[config.mk]
export PLATFORM = sky130hd
export DESIGN_NAME = vector_skid_register
export DESIGN_NICKNAME = d
export VERILOG_FILES = /design/src/rtl/vector_skid_register.sv
export SDC_FILE = /design/constraint.sdc
export NUM_CORES = 1
export LEC_CHECK = 0
export CAP_MARGIN = 40
export CORE_MARGIN = 2
export CORE_UTILIZATION = 54
export CTS_CLUSTER_DIAMETER = 30
export DETAILED_ROUTE_END_ITERATION = 12
export GPL_TIMING_DRIVEN = 0
export PLACE_DENSITY = 0.81
export SLEW_MARGIN = 10
export SYNTH_ARGS = -nofsm -noshare
export SYNTH_HDL_FRONTEND = slang
export SYNTH_SLANG_ARGS = --single-unit
[constraint.sdc]
create_clock -name clk -period 2.6 [get_ports clk]
set_clock_uncertainty 0.1 [all_clocks]
set_input_delay 0.52 -clock clk [delete_from_list [all_inputs] [get_ports clk]]
set_output_delay 0.52 -clock clk [all_outputs]
set_load 0.01 [all_outputs]
[src/rtl/vector_skid_register.sv]
// N-lane vector pipeline register with a valid/ready handshake, a two-entry skid buffer,
// per-lane write masking against the last accepted vector, and synchronous flush.
// Optional build macro VECTOR_SKID_LANE_REVERSE_EN presents out_data with its lane order reversed.
module vector_skid_register #(
   parameter int WIDTH        = 24,
   parameter int VECTOR_WIDTH = 8
) (
   input  logic                                  clk,
   input  logic                                  reset,
   input  logic                                  flush,
   input  logic                                  in_valid,
   output logic                                  in_ready,
   input  logic [VECTOR_WIDTH-1:0]               in_mask,
   input  logic [VECTOR_WIDTH-1:0][WIDTH-1:0]    in_data,
   output logic                                  out_valid,
   input  logic                                  out_ready,
   output logic [VECTOR_WIDTH-1:0][WIDTH-1:0]    out_data,
   output logic [1:0]                            count
);

   // The state encoding doubles as the occupancy count.
   typedef enum logic [1:0] {
      ST_EMPTY = 2'd0,
      ST_ONE   = 2'd1,
      ST_FULL  = 2'd2
   } state_t;

   state_t                               state_q, state_d;
   logic [VECTOR_WIDTH-1:0][WIDTH-1:0]   main_q, main_d;
   logic [VECTOR_WIDTH-1:0][WIDTH-1:0]   skid_q, skid_d;
   logic [VECTOR_WIDTH-1:0][WIDTH-1:0]   shadow_q, shadow_d;
   logic                                 in_ready_q, in_ready_d;

   logic [VECTOR_WIDTH-1:0][WIDTH-1:0]   merged;
   logic                                 accept;
   logic                                 pop;

   // Lanes whose mask bit is clear re-use the previously accepted vector.
   generate
      for (genvar gi = 0; gi < VECTOR_WIDTH; gi++) begin : g_merge
         assign merged[gi] = in_mask[gi] ? in_data[gi] : shadow_q[gi];
      end
   endgenerate

   assign out_valid = (state_q != ST_EMPTY);
   assign in_ready  = in_ready_q;
   assign count     = state_q;
   assign accept    = in_valid & in_ready_q;
   assign pop       = out_valid & out_ready;

   always_comb begin
      state_d  = state_q;
      main_d   = main_q;
      skid_d   = skid_q;
      shadow_d = shadow_q;

      if (flush) begin
         state_d = ST_EMPTY;
      end else begin
         if (accept) begin
            shadow_d = merged;
         end
         case (state_q)
            ST_EMPTY: begin
               if (accept) begin
                  main_d  = merged;
                  state_d = ST_ONE;
               end
            end
            ST_ONE: begin
               if (accept && pop) begin
                  main_d = merged;
               end else if (accept) begin
                  skid_d  = merged;
                  state_d = ST_FULL;
               end else if (pop) begin
                  state_d = ST_EMPTY;
               end
            end
            ST_FULL: begin
               if (pop) begin
                  main_d  = skid_q;
                  state_d = ST_ONE;
               end
            end
            default: begin
               state_d = ST_EMPTY;
            end
         endcase
      end

      // Ready is a flop so out_ready never reaches in_ready combinationally.
      in_ready_d = (state_d != ST_FULL);
   end

   always_ff @(posedge clk or negedge reset) begin
      if (!reset) begin
         state_q    <= ST_EMPTY;
         main_q     <= '0;
         skid_q     <= '0;
         shadow_q   <= '0;
         in_ready_q <= 1'b1;
      end else begin
         state_q    <= state_d;
         main_q     <= main_d;
         skid_q     <= skid_d;
         shadow_q   <= shadow_d;
         in_ready_q <= in_ready_d;
      end
   end

   generate
      for (genvar gi = 0; gi < VECTOR_WIDTH; gi++) begin : g_out
`ifdef VECTOR_SKID_LANE_REVERSE_EN
         assign out_data[gi] = main_q[VECTOR_WIDTH-1-gi];
`else
         assign out_data[gi] = main_q[gi];
`endif
      end
   endgenerate

endmodule

==> results.ini, run 1 <==
[status]
outcome=completed

[detailed_routing]
vias_per_cell=5.73
drt_pass1_iterations=6
post_drt_wl_per_cell_microns=20.6
drc=0
drt_iter0_markers=2036
routed_wl_microns=77100
ant_nets=0
vias=21400

[cts]
cts_root_buffer=clkbuf_16
cts.sink_count=579
htreeDepth=3
path_clk_slew_ps=50
cts.path.max_buffers=3
clkLatencyLatePin_ps=660
cts_made_buffers=113
cts_tree=done

[synth]
seq_area_frac_synth_pct=59.9
synthFlopType=dfrtp_1
yosys-top-cells-area=dfrtp_1 60%, o21ai_0 12%, nand2_1 12%
netlist.area_leader.share_pct=59.8
synth_enable_flop_cells=0
yosys_warnings=0
synthArstFlopShare_pct=100
synth_most_common_cell=nand2_1
synth_largest_area_cell=dfrtp_1
synth_fp_nets=2725
syn-cell-area_sq_mm=0.0242
netlist_instances=2520
syn_avg_cell_area_sq_um=9.60
netlist_top_cells_count=771 x nand2_1, 597 x o21ai_0, 578 x dfrtp_1
synth_cell_types=21
synth-seq-cells=579

[cells_and_area]
fillers=2876
syn2layout_area_growth_pct=37.7
drive_above_1_share_pct=9.02
utilization_pct=75.3
nNetsFinal=3247

[global_route]
grt_overflow_total=0
antenna_found_initial=12
grt_use_met1_pct=40.9
gr-usage-met2_pct=55.6
grt_pass1_wl_microns=120000
busiest_layer=met2
groute.usage.overall_pct=33.1
use_met3_pct=8.12
grt_pass1_vias=22000
grt_max_degree=118

[worst_setup_path]
cp-end-kind=output port
required_ps=1980
critPathKind=register to output port
worstSetupStartpointType=register
arrival_ps=1930
cp_max_fo=10

[sta]
hold_violations=0
max_slew.worst_pin.slew_ps=897
holdWs_ps=244
min_period_over_period_pct=98.2
tns_ps=0
rsz0062_at_grt=no
max_slew_margin_pct=40.2
fmax_mhz=392
finalMaxSlewViolations=0
setup_viol=0
fin_crit_ps=2550

[floorplan]
initial_core_util_pct=54.7
die_area_sq_mm=0.0465
rows=77
pin_count=401
core_sq_mm=0.0442
die_w_microns=216
dieHeight_microns=216

[min_path]
hold_path_class=primary input to register

[placed_design]
gp_congestion=0.878
portBuffers=392
place_hpwl_microns=51900

[flow_run]
cap_violations=0

[power]
leakagePower_nw=15.8
powerDensity_mw_per_mm2=1010
vdd_ir_drop_max_v=0.000709

==> layout by cell type (no fill, tap or decap), drive strengths merged, types with 2 or more instances in the layout <==
master         Yosys  routed
nand2            771     771
clkinv             0      33
clkinvlp           0       8
buf               63      78
inv                0       6
or2                2       2
nor2               2       2
o21ai            768     768
diode              0      10
clkdlybuf4s50      0     391
clkbuf           133     277
bufinv             0      20
mux2i            193     193
dfrtp            578     578
==> kinds of logic (layout without fill, tap and decap cells) <==
kind of cell           Yosys count  count (layout)  share of synthesized area (%)
DFF                            579             579                           59.9
buffers and inverters          196             814                           3.81
AOI/OAI and AO/OA              773             773                           16.1
other                            0              10                              0
and+or+nand+nor                779             779                           12.2
muxes                          193             193                           7.99
==> timing repair <==
action / 4_1_cts / 5_1_grt
pin swaps: 0 / 0
endpoints found under the hold margin: 39 / 0
cloned: 0 / 1
setup buffers: 2 / 0
endpoints found under the setup margin: 147 / 91
hold buffers: 1 / 0
resized for setup: 4 / 14
==> registers in the layout (all words and copies together), names as in the netlist <==
| register | cells |
|---|---|
| count | 2 |
| shadow_q | 192 |
| skid_q | 192 |
| out_data | 192 |
| in_ready | 1 |
==> critical path, stage by stage (launching register included) <==
cell             delay (ps)
dfrtp_1                 480
or2_2                   330
clkdlybuf4s50_1         480
==> worst paths after layout <==
kind / from / endpoint / slack, ps / depth (start not counted)
max: count[1] / out_valid / 50 / 2
min: in_mask[1] / skid_q[27] / 240 / 3
max reg2reg: count[1] / out_data[92] / 100 / 7
min reg2reg: out_data[4] / out_data[4] / 370 / 2
max in group asynchronous: reset / shadow_q[81] / 440 / 5
min in group asynchronous: reset / shadow_q[135] / 280 / 2
==> report_power, final <==
group / total, mW / internal (mW) / leakage, nW / switching, mW
clock network: 15.5 / 10.6 / 2.02 / 4.92
registers: 12.4 / 11.1 / 7.38 / 1.23
logic: 5.79 / 2.68 / 6.36 / 3.11
==> through the flow <==
| stage | instance area, sq um | cells | setup WS [ps] | power [mW] |
|---|---|---|---|---|
| after global placement | 28800 | 3504 | -23630 | 17.7 |
| final | 33300 | 3740 | 46.4 | 33.7 |
| after global routing | 33300 | 3734 | 2.34 | 35.0 |
| after floorplan | 24200 | 2520 | 586 | 14.9 |
| after CTS | 33200 | 3729 | 6.85 | 33.7 |
| after detailed placement | 29100 | 3516 | -900 | 18.0 |
==> area by class of cell <==
| type | instances | area [sq um] | share of cell area [%] |
|---|---|---|---|
| Tap cell | 592 | 741 | 2.23 |
| Clock inverter | 67 | 953 | 2.86 |
| Sequential cell | 579 | 14500 | 43.5 |
| Antenna cell | 10 | 25.0 | 0.0752 |
| Timing Repair Buffer | 408 | 4200 | 12.6 |
| Multi-Input combinational cell | 1745 | 8770 | 26.3 |
| Buffer | 195 | 932 | 2.80 |
| Clock buffer | 144 | 3180 | 9.54 |
==> routing by layer <==
layer | vias up | routed length (microns)
met4 | 8 | 2670
met5 | - | 45
met3 | 187 | 6500
li1 | 9602 | -
met2 | 999 | 38300
met1 | 10600 | 29500
Power figures use the tool's default switching activity.
==> run 2, diff against run 1 <==
--- a/config.mk
+++ b/config.mk
@@ -6,7 +6,7 @@
 export NUM_CORES = 1
 export LEC_CHECK = 0
 export CAP_MARGIN = 40
-export CORE_MARGIN = 2
+export CORE_MARGIN = 4
 export CORE_UTILIZATION = 54
 export CTS_CLUSTER_DIAMETER = 30
 export DETAILED_ROUTE_END_ITERATION = 12
==> constraint.sdc (replaced) <==
create_clock -name clk -period 2.6 [get_ports clk]
set_clock_uncertainty 0.1 [all_clocks]
set_input_delay 0.52 -clock clk [delete_from_list [all_inputs] [get_ports clk]]
set_output_delay 0.52 -clock clk [all_outputs]
set_load 0.05 [all_outputs]
==> run 2 against run 1 <==
Count of clock-buffer cells in the layout fell by 2. Critical endpoint is now out_data[95]. Global-route usage fell by 0.95 points. Worst hold slack improved by 16 ps. Combinational power rose by 38%. Final area fell by 0.27%. First-iteration DRC count rose by 7.9%. Sequential share of layout area rose by 0.12 points. Cell count fell by 0.16%. Critical path depth fell by 1. Register-to-register slack barely moved. Clock power barely moved.
==> results.ini, run 2 (synthesized netlist as in run 1, its figures left out) <==
[status]
outcome=completed

[detailed_routing]
vias=21200
drt_pass1_iterations=6
drt_iter0_markers=2197
met1_length_microns=29800
routed_wl_microns=78000
ant_nets=0
met2_length_microns=38200
post_drt_wl_per_cell_microns=20.9
drc=0
top_layer=met5
vias_per_cell=5.67
wl_met3_microns=7210

[sta]
fin_crit_ps=2530
min_period_over_period_pct=97.3
finalWorstSetupSlack_ps=69.2
tns_ps=0
hold_violations=0
max_slew.worst_pin.slew_ps=895
fmax_mhz=395
rsz0062_at_grt=yes
max_slew_margin_pct=40.4
finalMaxSlewViolations=0
setup_viol=0

[worst_setup_path]
cp-end-kind=output port
startpoint=out_data[95]
crit_cells=1
r2r_cells=8
path_cells=clkdlybuf4s50_1
critPathTopFamily=buffers and inverters
crit_end=out_data[95]
r2r_end=shadow_q[83]
slowest_stage=clkdlybuf4s50_1
arrival_ps=1910
cp_slowest_stage_delay_ps=900
worstSetupStartpointType=register
critPathKind=register to output port
required_ps=1980
r2r_slack_ps=100
cp_max_fo=2
worst-path-buf-inv=1
reg2reg_from=in_ready

[cells_and_area]
final_cell_mix=771 x nand2_1, 597 x o21ai_0, 578 x dfrtp_1
syn2layout_area_growth_pct=37.3
final_area_sq_mm=0.0332
nNetsFinal=3246
regArea_sq_mm=0.0145
drive_above_1_share_pct=9.06
final_common_cell=nand2_1
fillers=2889
multi_input_area_sq_mm=0.00877

[global_route]
grt_max_degree=117
grt_pass1_vias=22200
groute.usage.overall_pct=32.1
grt_overflow_total=0
grt_pass1_wl_microns=122000
antenna_found_initial=9

[flow_run]
cap_violations=0

[min_path]
hold_path_class=primary input to register
min_from=in_mask[0]

[placed_design]
place_hpwl_microns=53000
place_ws_ps=-775
portBuffers=392
post_dp_cell_area_sq_mm=0.0291
gp_congestion=0.865

[floorplan]
initial_core_util_pct=54.7
die_w_microns=220
core_sq_mm=0.0442
pin_count=401
die_area_sq_mm=0.0482
rows=77
dieHeight_microns=220

[power]
swShare_pct=32.1
p_sw_mw=11.4
pwr-share-seq_pct=34.7
p_int_mw=24.2
vdd_ir_drop_max_v=0.000643
leakagePower_nw=15.7
power.clock.fraction_pct=42.9
p_comb_share_pct=22.4
powerDensity_mw_per_mm2=1070

[cts]
cts.path.max_buffers=3
cts.sink_count=579
htreeDepth=3
path_clk_slew_ps=50
cts_made_buffers=110
clkLatencyLatePin_ps=640
cts_tree=done
cts_root_buffer=clkbuf_16

-- run 2: cell types whose count changed in the layout (fill, tap and decap cells not counted), moves of 2 or more --
| cell | previous run | this run |
|---|---|---|
| inv_6 | 5 | 12 |
| clkbuf_16 | 116 | 110 |
| clkbuf_2 | 10 | 15 |
| clkinv_2 | 20 | 16 |
| diode_2 | 10 | 6 |
| clkdlybuf4s50_1 | 391 | 388 |
| clkinv_4 | 11 | 8 |
| buf_8 | 2 | 4 |
| clkbuf_1 | 132 | 130 |
| clkbuf_8 | 19 | 21 |
| clkinvlp_4 | 8 | 6 |
-- run 2: how the worst min path moves through the flow --
stage	endpoint	slack [ps]	depth (start not counted)
after floorplan	count[0]	120	0
after global placement	skid_q[182]	360	2
after detailed placement	skid_q[186]	370	2
after CTS	skid_q[50]	240	3
after global routing	skid_q[49]	280	3
final	skid_q[16]	260	3
-- run 2: per-stage QoR --
stage	instances	hold slack (ps)	power (mW)	util, %
after floorplan	2520	124	17.1	-
after global placement	3504	356	19.9	65.2
after detailed placement	3518	365	20.3	65.8
after CTS	3728	237	35.7	75.0
after global routing	3731	283	37.1	75.1
final	3734	260	35.6	75.1
-- run 2: repair_timing --
item | 4_1_cts | 5_1_grt
endpoints found under the hold margin | 74 | 0
pin swaps | 0 | 0
cloned | 0 | 0
hold buffers | 1 | 0
gates resized for setup | 8 | 21
buffers inserted | 2 | 0
setup endpoints to repair | 208 | 49
-- run 2: layout make-up --
cell class	instances	share of cell area [%]
clock inverters	65	2.88
diodes	6	0.0452
plain buffers	196	2.83
well taps	592	2.23
repair buffers	409	12.7
multi-input cells	1745	26.4
clock buffers	142	9.29
flip-flops and latches	579	43.7
-- run 2: per-layer routing --
metal  vias up  GRT usage [%]
met3       205           8.62
li1       9575              -
met5         -              0
met1     10400           39.7
met2       965           54.4
met4        10           12.2
-- run 2: power by group through the flow --
stage	sequential, mW	combinational [mW]	clock (mW)
after floorplan	14.6	2.44	0
after global placement	12.4	7.60	0
after detailed placement	12.4	7.85	0
after CTS	12.3	7.99	15.3
after global routing	12.6	8.62	15.9
final	12.4	7.98	15.3
